**src/rtl/usbfs_pkt_tx.sv**
```systemverilog
// usbfs_pkt_tx -- USB full-speed packet transmitter.
// Serialises one handshake or DATA packet per request onto {d+, d-} at
// 12 Mb/s (one bit time = 4 cycles of the 48 MHz clock). The packet is sent
// as SYNC, PID, optional payload, then CRC16. The bit stream is bit-stuffed
// and NRZI-encoded, then followed by EOP, after which the pad is released.
// Build option: define USBFS_PKT_TX_TOKEN_EN (host mode) to add i_addr/i_endp
// and send token-group PIDs with an 11-bit address/endpoint field plus CRC5.
`timescale 1ns/1ps
module usbfs_pkt_tx #(
    parameter int MAX_PKT = 8
) (
    input  logic                     i_clk_48MHz,
    input  logic                     i_rst,
    input  logic                     i_start,
    input  logic [3:0]               i_pid,
    input  logic [8*MAX_PKT-1:0]     i_data,
    input  logic [$clog2(MAX_PKT):0] i_data_nBytes,
`ifdef USBFS_PKT_TX_TOKEN_EN
    input  logic [6:0]               i_addr,
    input  logic [3:0]               i_endp,
`endif
    output logic                     o_ready,
    output logic                     o_done,
    output logic                     o_oe,
    output logic                     o_dp,
    output logic                     o_dn
);
    localparam int BW  = $clog2(MAX_PKT);
    localparam int NBW = BW + 1;
    localparam logic [NBW-1:0] MAX_NB = NBW'(MAX_PKT);

    typedef enum logic [2:0] {
        S_IDLE, S_SYNC, S_PID, S_DATA, S_CRC, S_TOK, S_LAST, S_EOP
    } state_t;

    state_t         state_reg;
    logic [1:0]     phase_reg;      // cycle within the current bit time
    logic [3:0]     bitCnt_reg;     // next raw bit to send within the field
    logic [BW-1:0]  byteCnt_reg;    // next payload byte to send
    logic [NBW-1:0] nBytes_reg;
    logic [3:0]     pid_reg;
    logic [7:0]     data_reg [MAX_PKT];
    logic [15:0]    crc16_reg;
    logic [2:0]     ones_reg;       // consecutive raw 1s already on the line
    logic           nrzi_reg;       // 1 = J, 0 = K
    logic [1:0]     eopCnt_reg;
`ifdef USBFS_PKT_TX_TOKEN_EN
    logic [10:0]    tokBits_reg;    // {endp, addr}, bit 0 sent first
    logic [4:0]     crc5_reg;
`endif

    logic [7:0]     dataIn [MAX_PKT];
    logic           accept;
    logic [NBW-1:0] nBytesSat;
    logic [7:0]     pidByte;
    logic           rawBit;
    logic           stuffDue;
    logic           lineNext;
    logic [15:0]    crc16Next;
    logic           lastByte;

    // Split the flat payload bus into bytes, byte 0 in the low bits.
    generate
        for (genvar gi = 0; gi < MAX_PKT; gi++) begin : g_unpack
            assign dataIn[gi] = i_data[8*gi +: 8];
        end
    endgenerate

    assign accept    = i_start && o_ready;
    assign nBytesSat = (i_data_nBytes > MAX_NB) ? MAX_NB : i_data_nBytes;
    assign pidByte   = {~pid_reg, pid_reg};
    assign stuffDue  = (ones_reg == 3'd6);
    assign lastByte  = (({1'b0, byteCnt_reg} + NBW'(1)) == nBytes_reg);
    // A stuffed bit is a raw 0, so it always toggles the line.
    assign lineNext  = (stuffDue || !rawBit) ? ~nrzi_reg : nrzi_reg;
    assign crc16Next = {crc16_reg[14:0], 1'b0} ^
                       ((rawBit ^ crc16_reg[15]) ? 16'h8005 : 16'h0000);

    // Select the raw bit that the field pointer currently addresses.
    always_comb begin
        rawBit = 1'b0;
        case (state_reg)
            S_SYNC: rawBit = (bitCnt_reg == 4'd7);
            S_PID:  rawBit = pidByte[bitCnt_reg[2:0]];
            S_DATA: rawBit = data_reg[byteCnt_reg][bitCnt_reg[2:0]];
            S_CRC:  rawBit = ~crc16_reg[15];
`ifdef USBFS_PKT_TX_TOKEN_EN
            S_TOK:  rawBit = (bitCnt_reg < 4'd11) ? tokBits_reg[bitCnt_reg] : ~crc5_reg[4];
`endif
            default: rawBit = 1'b0;
        endcase
    end

    // Payload capture at accept; held for the whole packet.
    always_ff @(posedge i_clk_48MHz) begin
        if (accept) begin
            data_reg <= dataIn;
        end
    end

    // Packet sequencer: field pointer, stuffing, NRZI, CRC and registered pad outputs.
    always_ff @(posedge i_clk_48MHz) begin
        if (i_rst) begin
            state_reg   <= S_IDLE;
            phase_reg   <= 2'd0;
            bitCnt_reg  <= 4'd0;
            byteCnt_reg <= '0;
            nBytes_reg  <= '0;
            pid_reg     <= 4'd0;
            crc16_reg   <= 16'hFFFF;
            ones_reg    <= 3'd0;
            nrzi_reg    <= 1'b1;
            eopCnt_reg  <= 2'd0;
`ifdef USBFS_PKT_TX_TOKEN_EN
            tokBits_reg <= 11'd0;
            crc5_reg    <= 5'h1F;
`endif
            o_ready     <= 1'b1;
            o_done      <= 1'b0;
            o_oe        <= 1'b0;
            o_dp        <= 1'b1;
            o_dn        <= 1'b0;
        end else begin
            phase_reg <= phase_reg + 2'd1;
            o_done    <= 1'b0;
            case (state_reg)
                S_IDLE: begin
                    if (i_start) begin
                        // First SYNC bit (raw 0) goes out immediately: J -> K.
                        state_reg   <= S_SYNC;
                        phase_reg   <= 2'd0;
                        bitCnt_reg  <= 4'd1;
                        byteCnt_reg <= '0;
                        nBytes_reg  <= nBytesSat;
                        pid_reg     <= i_pid;
                        crc16_reg   <= 16'hFFFF;
                        ones_reg    <= 3'd0;
                        nrzi_reg    <= 1'b0;
`ifdef USBFS_PKT_TX_TOKEN_EN
                        tokBits_reg <= {i_endp, i_addr};
                        crc5_reg    <= 5'h1F;
`endif
                        o_ready     <= 1'b0;
                        o_oe        <= 1'b1;
                        o_dp        <= 1'b0;
                        o_dn        <= 1'b1;
                    end
                end
                S_EOP: begin
                    if (phase_reg == 2'd3) begin
                        eopCnt_reg <= eopCnt_reg + 2'd1;
                        if (eopCnt_reg == 2'd1) begin
                            o_dp <= 1'b1;
                            o_dn <= 1'b0;
                        end
                    end else if (phase_reg == 2'd2 && eopCnt_reg == 2'd2) begin
                        // Final cycle of the J bit: release the pad and report.
                        state_reg <= S_IDLE;
                        o_oe      <= 1'b0;
                        o_done    <= 1'b1;
                        o_ready   <= 1'b1;
                    end
                end
                default: begin
                    if (phase_reg == 2'd3) begin
                        if (stuffDue) begin
                            // Stuffed 0: pointers and CRCs hold still.
                            ones_reg <= 3'd0;
                            nrzi_reg <= lineNext;
                            o_dp     <= lineNext;
                            o_dn     <= ~lineNext;
                        end else if (state_reg == S_LAST) begin
                            state_reg  <= S_EOP;
                            eopCnt_reg <= 2'd0;
                            o_dp       <= 1'b0;
                            o_dn       <= 1'b0;
                        end else begin
                            ones_reg <= rawBit ? ones_reg + 3'd1 : 3'd0;
                            nrzi_reg <= lineNext;
                            o_dp     <= lineNext;
                            o_dn     <= ~lineNext;
                            case (state_reg)
                                S_SYNC: begin
                                    if (bitCnt_reg == 4'd7) begin
                                        state_reg  <= S_PID;
                                        bitCnt_reg <= 4'd0;
                                    end else begin
                                        bitCnt_reg <= bitCnt_reg + 4'd1;
                                    end
                                end
                                S_PID: begin
                                    if (bitCnt_reg == 4'd7) begin
                                        bitCnt_reg <= 4'd0;
                                        if (pid_reg[1:0] == 2'b11) begin
                                            state_reg <= (nBytes_reg != '0) ? S_DATA : S_CRC;
`ifdef USBFS_PKT_TX_TOKEN_EN
                                        end else if (pid_reg[1:0] == 2'b01) begin
                                            state_reg <= S_TOK;
`endif
                                        end else begin
                                            state_reg <= S_LAST;
                                        end
                                    end else begin
                                        bitCnt_reg <= bitCnt_reg + 4'd1;
                                    end
                                end
                                S_DATA: begin
                                    crc16_reg <= crc16Next;
                                    if (bitCnt_reg == 4'd7) begin
                                        bitCnt_reg <= 4'd0;
                                        if (lastByte) begin
                                            state_reg <= S_CRC;
                                        end else begin
                                            byteCnt_reg <= byteCnt_reg + 1'b1;
                                        end
                                    end else begin
                                        bitCnt_reg <= bitCnt_reg + 4'd1;
                                    end
                                end
                                S_CRC: begin
                                    crc16_reg <= {crc16_reg[14:0], 1'b0};
                                    if (bitCnt_reg == 4'd15) begin
                                        state_reg  <= S_LAST;
                                        bitCnt_reg <= 4'd0;
                                    end else begin
                                        bitCnt_reg <= bitCnt_reg + 4'd1;
                                    end
                                end
`ifdef USBFS_PKT_TX_TOKEN_EN
                                S_TOK: begin
                                    if (bitCnt_reg < 4'd11) begin
                                        crc5_reg <= {crc5_reg[3:0], 1'b0} ^
                                                    ((rawBit ^ crc5_reg[4]) ? 5'h05 : 5'h00);
                                    end else begin
                                        crc5_reg <= {crc5_reg[3:0], 1'b0};
                                    end
                                    if (bitCnt_reg == 4'd15) begin
                                        state_reg  <= S_LAST;
                                        bitCnt_reg <= 4'd0;
                                    end else begin
                                        bitCnt_reg <= bitCnt_reg + 4'd1;
                                    end
                                end
`endif
                                default: ;
                            endcase
                        end
                    end
                end
            endcase
        end
    end
endmodule

```
**config.mk**
```make
export PLATFORM = sky130hd
export DESIGN_NAME = usbfs_pkt_tx
export DESIGN_NICKNAME = d
export VERILOG_FILES = /design/src/rtl/usbfs_pkt_tx.sv
export SDC_FILE = /design/constraint.sdc
export NUM_CORES = 1
export LEC_CHECK = 0
export CORE_MARGIN = 2
export CORE_UTILIZATION = 45
export CTS_CLUSTER_DIAMETER = 80
export CTS_CLUSTER_SIZE = 14
export DETAILED_ROUTE_END_ITERATION = 12
export PLACE_DENSITY = 0.72
export SLEW_MARGIN = 20
export SYNTH_ARGS = -nofsm -noshare
export SYNTH_HDL_FRONTEND = slang
export SYNTH_SLANG_ARGS = --single-unit
```
**constraint.sdc**
```tcl
create_clock -name i_clk_48MHz -period 3.5 [get_ports i_clk_48MHz]
set_input_delay 0.7 -clock i_clk_48MHz [delete_from_list [all_inputs] [get_ports i_clk_48MHz]]
set_output_delay 0.7 -clock i_clk_48MHz [all_outputs]
set_load 0.05 [all_outputs]
```
---- Word-level counts from Yosys, hierarchy flattened ----
Cells that the tools add are included.
cells by class
  bitwise gates (word level) .............. 9
  reductions and logical operators ........ 26
  add/sub/neg operators ................... 6
  multiplexer cells ....................... 85
  magnitude comparators ................... 3
  equality and inequality tests ........... 31
operators by type and width
  cell                                            count
  2-to-1 mux 16 bit                               5
  2-to-1 mux 3 bit                                24
  one-hot mux 16 bit (2 select lines)             2
  2-to-1 mux 4 bit                                7
  binary-select mux 8 bit (select 3 bit)          1
  2-to-1 mux 1 bit                                23
  != test 5 bit (second input constant)           4
  one-hot mux 3 bit (2 select lines)              3
  2-to-1 mux 8 bit                                2
  one-hot mux 4 bit (2 select lines)              2
  AND reduction 4 bit                             4
  bitwise XOR 16 bit                              1
  == test 3 bit (second input constant)           4
  2-to-1 mux 2 bit                                6
  one-hot mux 3 bit (4 select lines)              1
  AND reduction 6 bit                             2
  AND reduction 11 bit                            1
  != test 2 bit (second input constant)           5
  one-hot mux 1 bit (2 select lines)              5
  nonzero test 2 bit                              5
  nonzero test 3 bit                              3
  == test 2 bit (second input constant)           4
  != test 2 x 1 -> 1 bit (second input constant)  4
  AND reduction 8 bit                             1
  31 further kinds                                41
word-level totals
  word-level logic and storage cells ...... 183
  input bits .............................. 75
  register bits ........................... 111

---- Depth between registers and ports, before layout ----
Gate-level depths: netlist (run 1).
  depth after elaboration ................. 15
  mapped depth ............................ 9
  gate-level depth less buffers ........... 9

---- Worst setup path after synthesis (run 1) ----
No wires, ideal clock.
  path kind ............................... reg-to-reg
  from .................................... register o_ready
  to ...................................... register data_reg[0] (netlist name) (enable)
  arrival ................................. 2.226 ns
  path slack .............................. 0.845 ns
  data required time ...................... 3.071 ns
  cell stages (with the launch flop) ...... 2
  library setup time ...................... 0.429 ns
  cells stage by stage .................... dfxtp_1 -> and2_1
on the way
  cells in the longest elaborated chain, start to end .. 1
RTL lines
  what                    RTL line  source
  start, declared         22        output logic o_ready,
  start signal, assigned  118       o_ready <= 1'b1;
  start signal, assigned  143       o_ready <= 1'b0;
  start signal, assigned  161       o_ready <= 1'b1;
  logical AND 1 bit       69        assign accept = i_start && o_ready;
  via accept              53        logic accept;
  end signal, assigned    97        data_reg <= dataIn;
  end, declared           42        logic [7:0] data_reg [MAX_PKT];
The timed path passes the listed nets, and every way through them passes these cells.
A chain may end at the register's enable or synchronous reset.

---- Worst setup path after layout (run 1) ----
  from .................................... register byteCnt_reg[0]
  to ...................................... register crc16_reg[15]
on the way
  cells in the longest elaborated chain, start to end .. 15
RTL lines
  what                                                 RTL line  source
  start, declared                                      39        logic [BW-1:0] byteCnt_reg;
  start signal, assigned                               214       byteCnt_reg <= byteCnt_reg + 1'b1;
  inverter 3 -> 4 bit (not written as such)            85        S_DATA: rawBit = data_reg[byteCnt_reg][bitCnt_reg[2:0]];
  binary-select mux 8 bit (select 3 bit)               85
  2-to-1 mux 8 bit (not written as such) (2 in a row)  85
  binary-select mux 1 bit (select 3 bit)               85
  2-to-1 mux 1 bit (not written as such)               85
  one-hot mux 1 bit (4 select lines)                   82        case (state_reg)
  bitwise XOR 1 bit                                    77        ((rawBit ^ crc16_reg[15]) ? 16'h8005 : 16'h0000);
  2-to-1 mux 16 bit                                    77
  bitwise XOR 16 bit                                   76        assign crc16Next = {crc16_reg[14:0], 1'b0} ^
  one-hot mux 16 bit (2 select lines)                  182       case (state_reg)
  2-to-1 mux 16 bit                                    172       end else if (state_reg == S_LAST) begin
  2-to-1 mux 16 bit                                    166       if (stuffDue) begin
  2-to-1 mux 16 bit                                    165       if (phase_reg == 2'd3) begin
  one-hot mux 16 bit (2 select lines)                  126       case (state_reg)
  end signal, assigned                                 208       crc16_reg <= crc16Next;
  end signal, assigned                                 221       crc16_reg <= {crc16_reg[14:0], 1'b0};
  end, declared                                        43        logic [15:0] crc16_reg;
No other way between the ends. The select of a mux whose other input is x is not followed.

==> run_summary.xml, run 1 <==
<?xml version="1.0" encoding="UTF-8"?>
<metrics>
  <group name="outcome">
    <metric name="run_status" unit="">completed</metric>
  </group>
  <group name="die">
    <metric name="rows" unit="">38</metric>
    <metric name="fp.coreArea" unit="mm2">0.0108</metric>
    <metric name="floorplan.io_pins" unit="">80</metric>
    <metric name="chipHeight" unit="um">110</metric>
    <metric name="horizontal_die_dimension" unit="um">110</metric>
    <metric name="floorplan.initialDensity" unit="">0.462</metric>
    <metric name="die_area" unit="mm2">0.0120</metric>
  </group>
  <group name="clock_tree">
    <metric name="clock_insertion_delay_at_the_later_pin_of_the_skew_report" unit="ns">0.37</metric>
    <metric name="cts_resized" unit="">0</metric>
    <metric name="numClockSinks" unit="">111</metric>
    <metric name="cts_setup_buffers" unit="">0</metric>
    <metric name="cts.path.max_buffers" unit="">2</metric>
    <metric name="cts-htree-levels" unit="">3</metric>
    <metric name="clockRootBuffer" unit="">clkbuf_8</metric>
    <metric name="clkSlewWorstSetupHoldPaths" unit="ns">0.10</metric>
    <metric name="cts_hold_repair.buffers" unit="">0</metric>
    <metric name="cts_made_buffers" unit="">9</metric>
    <metric name="cts_tree" unit="">yes</metric>
  </group>
  <group name="cells_and_area">
    <metric name="layout_commonest_cell" unit="">clkdlybuf4s50_1</metric>
    <metric name="fin_nets" unit="">584</metric>
    <metric name="largest_register_ffs" unit="">64</metric>
    <metric name="drive_above_1_share" unit="">0.103</metric>
    <metric name="layout.cells.non_filler" unit="">646</metric>
    <metric name="antenna_cells" unit="">0</metric>
    <metric name="most-common-layout-cells" unit="">clkdlybuf4s50_1 (79), edfxtp_1 (64), dfxtp_1 (47), nand2_1 (44), nor2_1 (34)</metric>
    <metric name="area_delta_synth_final" unit="%">22.7</metric>
  </group>
  <group name="pwr">
    <metric name="power_leakage" unit="nW">2.14</metric>
    <metric name="ir_drop_worst_vdd" unit="uV">291</metric>
    <metric name="power_density" unit="mW/mm2">574</metric>
  </group>
  <group name="detailed_routing">
    <metric name="detail_route.wl_per_cell" unit="um">16.0</metric>
    <metric name="drt_pre_antenna_iters" unit="">5</metric>
    <metric name="detailedRoute.firstIterationViolations" unit="">229</metric>
    <metric name="route.antenna.remaining_nets" unit="">0</metric>
    <metric name="routed_wire_length" unit="mm">10.3</metric>
    <metric name="detail_route.drc_violations" unit="">0</metric>
    <metric name="post_drt_via_cell_ratio" unit="">5.56</metric>
    <metric name="num_vias" unit="">3589</metric>
  </group>
  <group name="critical_path">
    <metric name="crit_path_top_delay_cell" unit="">dfxtp_1</metric>
    <metric name="worst_setup_path_end_kind" unit="">flop</metric>
    <metric name="critical_path.startpoint_type" unit="">flop</metric>
    <metric name="reg2reg_from" unit="">byteCnt_reg[0]$_SDFFE_PP0P_</metric>
    <metric name="regToRegEndpoint" unit="">crc16_reg[15]$_SDFFE_PP1P_</metric>
    <metric name="cp.required" unit="ns">3.75</metric>
    <metric name="cp.arrival" unit="ns">3.37</metric>
    <metric name="timing.setup.critical_path_class" unit="">reg -&gt; reg</metric>
    <metric name="crit_buf_inv" unit="">0</metric>
    <metric name="crit_chain" unit="">mux4_1 &gt; a221o_1 &gt; a211o_1 &gt; a31oi_4 &gt; o31ai_1 &gt; a2111oi_2 &gt; a311oi_1</metric>
    <metric name="worstPathMaxFanout" unit="">12</metric>
    <metric name="setup.reg_to_reg.worst_slack" unit="ns">0.38</metric>
    <metric name="max_stage_delay" unit="ns">0.76</metric>
    <metric name="worst_path_dominant_cell_family" unit="">compound AO/OA/AOI/OAI gates</metric>
    <metric name="worst_r2r_path_depth" unit="">7</metric>
  </group>
  <group name="timing">
    <metric name="tightestPinTransition" unit="ns">0.662</metric>
    <metric name="min_period" unit="ns">3.12</metric>
    <metric name="grt_setup_unrepaired" unit="">no</metric>
    <metric name="fmax" unit="GHz">0.321</metric>
    <metric name="finalMaxSlewViolations" unit="">0</metric>
    <metric name="setup_viol" unit="">0</metric>
    <metric name="finalHoldViolations" unit="">0</metric>
    <metric name="final.setup.tns" unit="ns">0</metric>
    <metric name="relSlewSlack" unit="">0.558</metric>
    <metric name="clock-skew-final" unit="ns">0.0118</metric>
    <metric name="fin_crit_sh" unit="">0.891</metric>
  </group>
  <group name="min_path">
    <metric name="min-delay-start" unit="">pid_reg[2]$_SDFFE_PP0P_</metric>
    <metric name="worstHoldEndpoint" unit="">pid_reg[2]$_SDFFE_PP0P_</metric>
    <metric name="hold_path_depth" unit="">2</metric>
    <metric name="hp-class" unit="">reg -&gt; reg</metric>
  </group>
  <group name="grt">
    <metric name="grt_util_met3" unit="">0.0439</metric>
    <metric name="grt_max_degree" unit="">46</metric>
    <metric name="globalRouteOverflowTotal" unit="">0</metric>
    <metric name="grt_use_met1" unit="">0.232</metric>
    <metric name="grt_antenna_before_repair" unit="">0</metric>
    <metric name="number_of_global_route_vias_before_repair" unit="">3487</metric>
    <metric name="top_usage_layer" unit="">met2</metric>
    <metric name="grt.met2_usage" unit="">0.309</metric>
    <metric name="grtUsageTotal" unit="">0.184</metric>
    <metric name="grt_first_pass_wirelength" unit="mm">16.8</metric>
  </group>
  <group name="synth">
    <metric name="synth_seq_area_share" unit="">0.571</metric>
    <metric name="syn-mean-instance-area" unit="um2">11.7</metric>
    <metric name="edff_count_synth" unit="">64</metric>
    <metric name="ys.flop_type" unit="">edfxtp_1</metric>
    <metric name="yosysWarnings" unit="">0</metric>
    <metric name="post-synth-top-area-cell" unit="">edfxtp_1</metric>
    <metric name="synthArstFlopShare" unit="">0</metric>
    <metric name="ys_seq_elements" unit="">111</metric>
    <metric name="synth.area.top_cells" unit="">edfxtp_1 (38%), dfxtp_1 (19%), mux4_2 (5.8%)</metric>
    <metric name="synth_cells" unit="">427</metric>
    <metric name="synth_cell_types" unit="">58</metric>
    <metric name="post-synth-top-area-fraction" unit="">0.384</metric>
    <metric name="netlist_area" unit="mm2">0.00501</metric>
    <metric name="synth_nets" unit="">510</metric>
  </group>
  <group name="placed_design">
    <metric name="hpwl" unit="mm">7.50</metric>
    <metric name="gp_congestion" unit="">0.834</metric>
    <metric name="place.detailed.instances" unit="">630</metric>
    <metric name="port-buffer-count" unit="">79</metric>
  </group>
  <group name="flow_run">
    <metric name="drv_cap" unit="">0</metric>
  </group>
</metrics>
worst min-delay path, delay by kind of cell (launching register included):
kind	cells	cell delay, ns
DFF	1	0.32
AOI/OAI and AO/OA	1	0.06
and+or+nand+nor	1	0.05
cell families after synthesis:
| logic type | after synthesis | share of synthesized area |
|---|---|---|
| flip-flops | 111 | 0.571 |
| AND/OR/NAND/NOR | 158 | 0.157 |
| XOR/XNOR | 5 | 0.00874 |
| adder cells (fa/ha/maj) | 8 | 0.0200 |
| multiplexers | 19 | 0.0834 |
| AO/OA/AOI/OAI | 92 | 0.131 |
| buffers and inverters | 34 | 0.0282 |
area by class of cell:
cell class                      instances  area [um2]
Fill cell                             900        4690
Clock inverter                          5        58.8
Sequential cell                       111        2860
Multi-Input combinational cell        282        2010
Inverter                                8        30.0
Clock buffer                           11         131
Timing Repair Buffer                   89         878
Tap cell                              140         175
cells in the mapped netlist, drive strengths merged (13+ instances only):
cell	n
nor2	34
o21bai	13
nand2	44
a21oi	24
edfxtp	64
clkbuf	21
o21ai	16
nor3	23
dfxtp	47
mux4	17
routing by layer:
metal  share of wire  routed length (um)
met1            0.44                4500
met5               0                   0
met3           0.055                 566
met4           0.022                 223
met2            0.49                5020
per-stage QoR:
stage / util / setup WS (ns) / hold slack [ns] / power, mW / instance area, um2
global placement: 0.550 / 0.456 / 0.442 / 2.76 / 5960
global route: 0.567 / 0.0972 / 0.503 / 3.74 / 6150
CTS: 0.567 / 0.355 / 0.469 / 3.55 / 6150
floorplan: - / 0.845 / 0.432 / 2.46 / 5010
finish: 0.567 / 0.383 / 0.462 / 3.53 / 6150
detailed placement: 0.550 / 0.379 / 0.454 / 2.79 / 5960
worst max-delay path by stage:
| stage | start | end | slack, ns | depth (start not counted) |
|---|---|---|---|---|
| 4_1_cts | byteCnt_reg[0]$_SDFFE_PP0P_ | crc16_reg[15]$_SDFFE_PP1P_ | 0.35 | 8 |
| 3_5_place_dp | byteCnt_reg[0]$_SDFFE_PP0P_ | crc16_reg[15]$_SDFFE_PP1P_ | 0.38 | 7 |
| 3_3_place_gp | byteCnt_reg[0]$_SDFFE_PP0P_ | crc16_reg[15]$_SDFFE_PP1P_ | 0.46 | 7 |
| 5_1_grt | byteCnt_reg[0]$_SDFFE_PP0P_ | crc16_reg[15]$_SDFFE_PP1P_ | 0.1 | 8 |
| 2_1_floorplan | o_ready$_SDFFE_PP1P_ | data_reg[0]$_DFFE_PP_ | 0.85 | 1 |
| 6_report | byteCnt_reg[0]$_SDFFE_PP0P_ | crc16_reg[15]$_SDFFE_PP1P_ | 0.38 | 7 |
report_power, final:
| group | switching (mW) | internal, mW |
|---|---|---|
| registers | 0.136 | 1.56 |
| logic | 0.626 | 0.450 |
| clock network | 0.423 | 0.333 |
Power figures use the tool's default switching activity.
==> inputs of run 2 (changes only) <==
CAP_MARGIN = 20   (was unset)
==> results of run 2 <==
The final DEF is identical to that of run 1; final timing and power are the same.
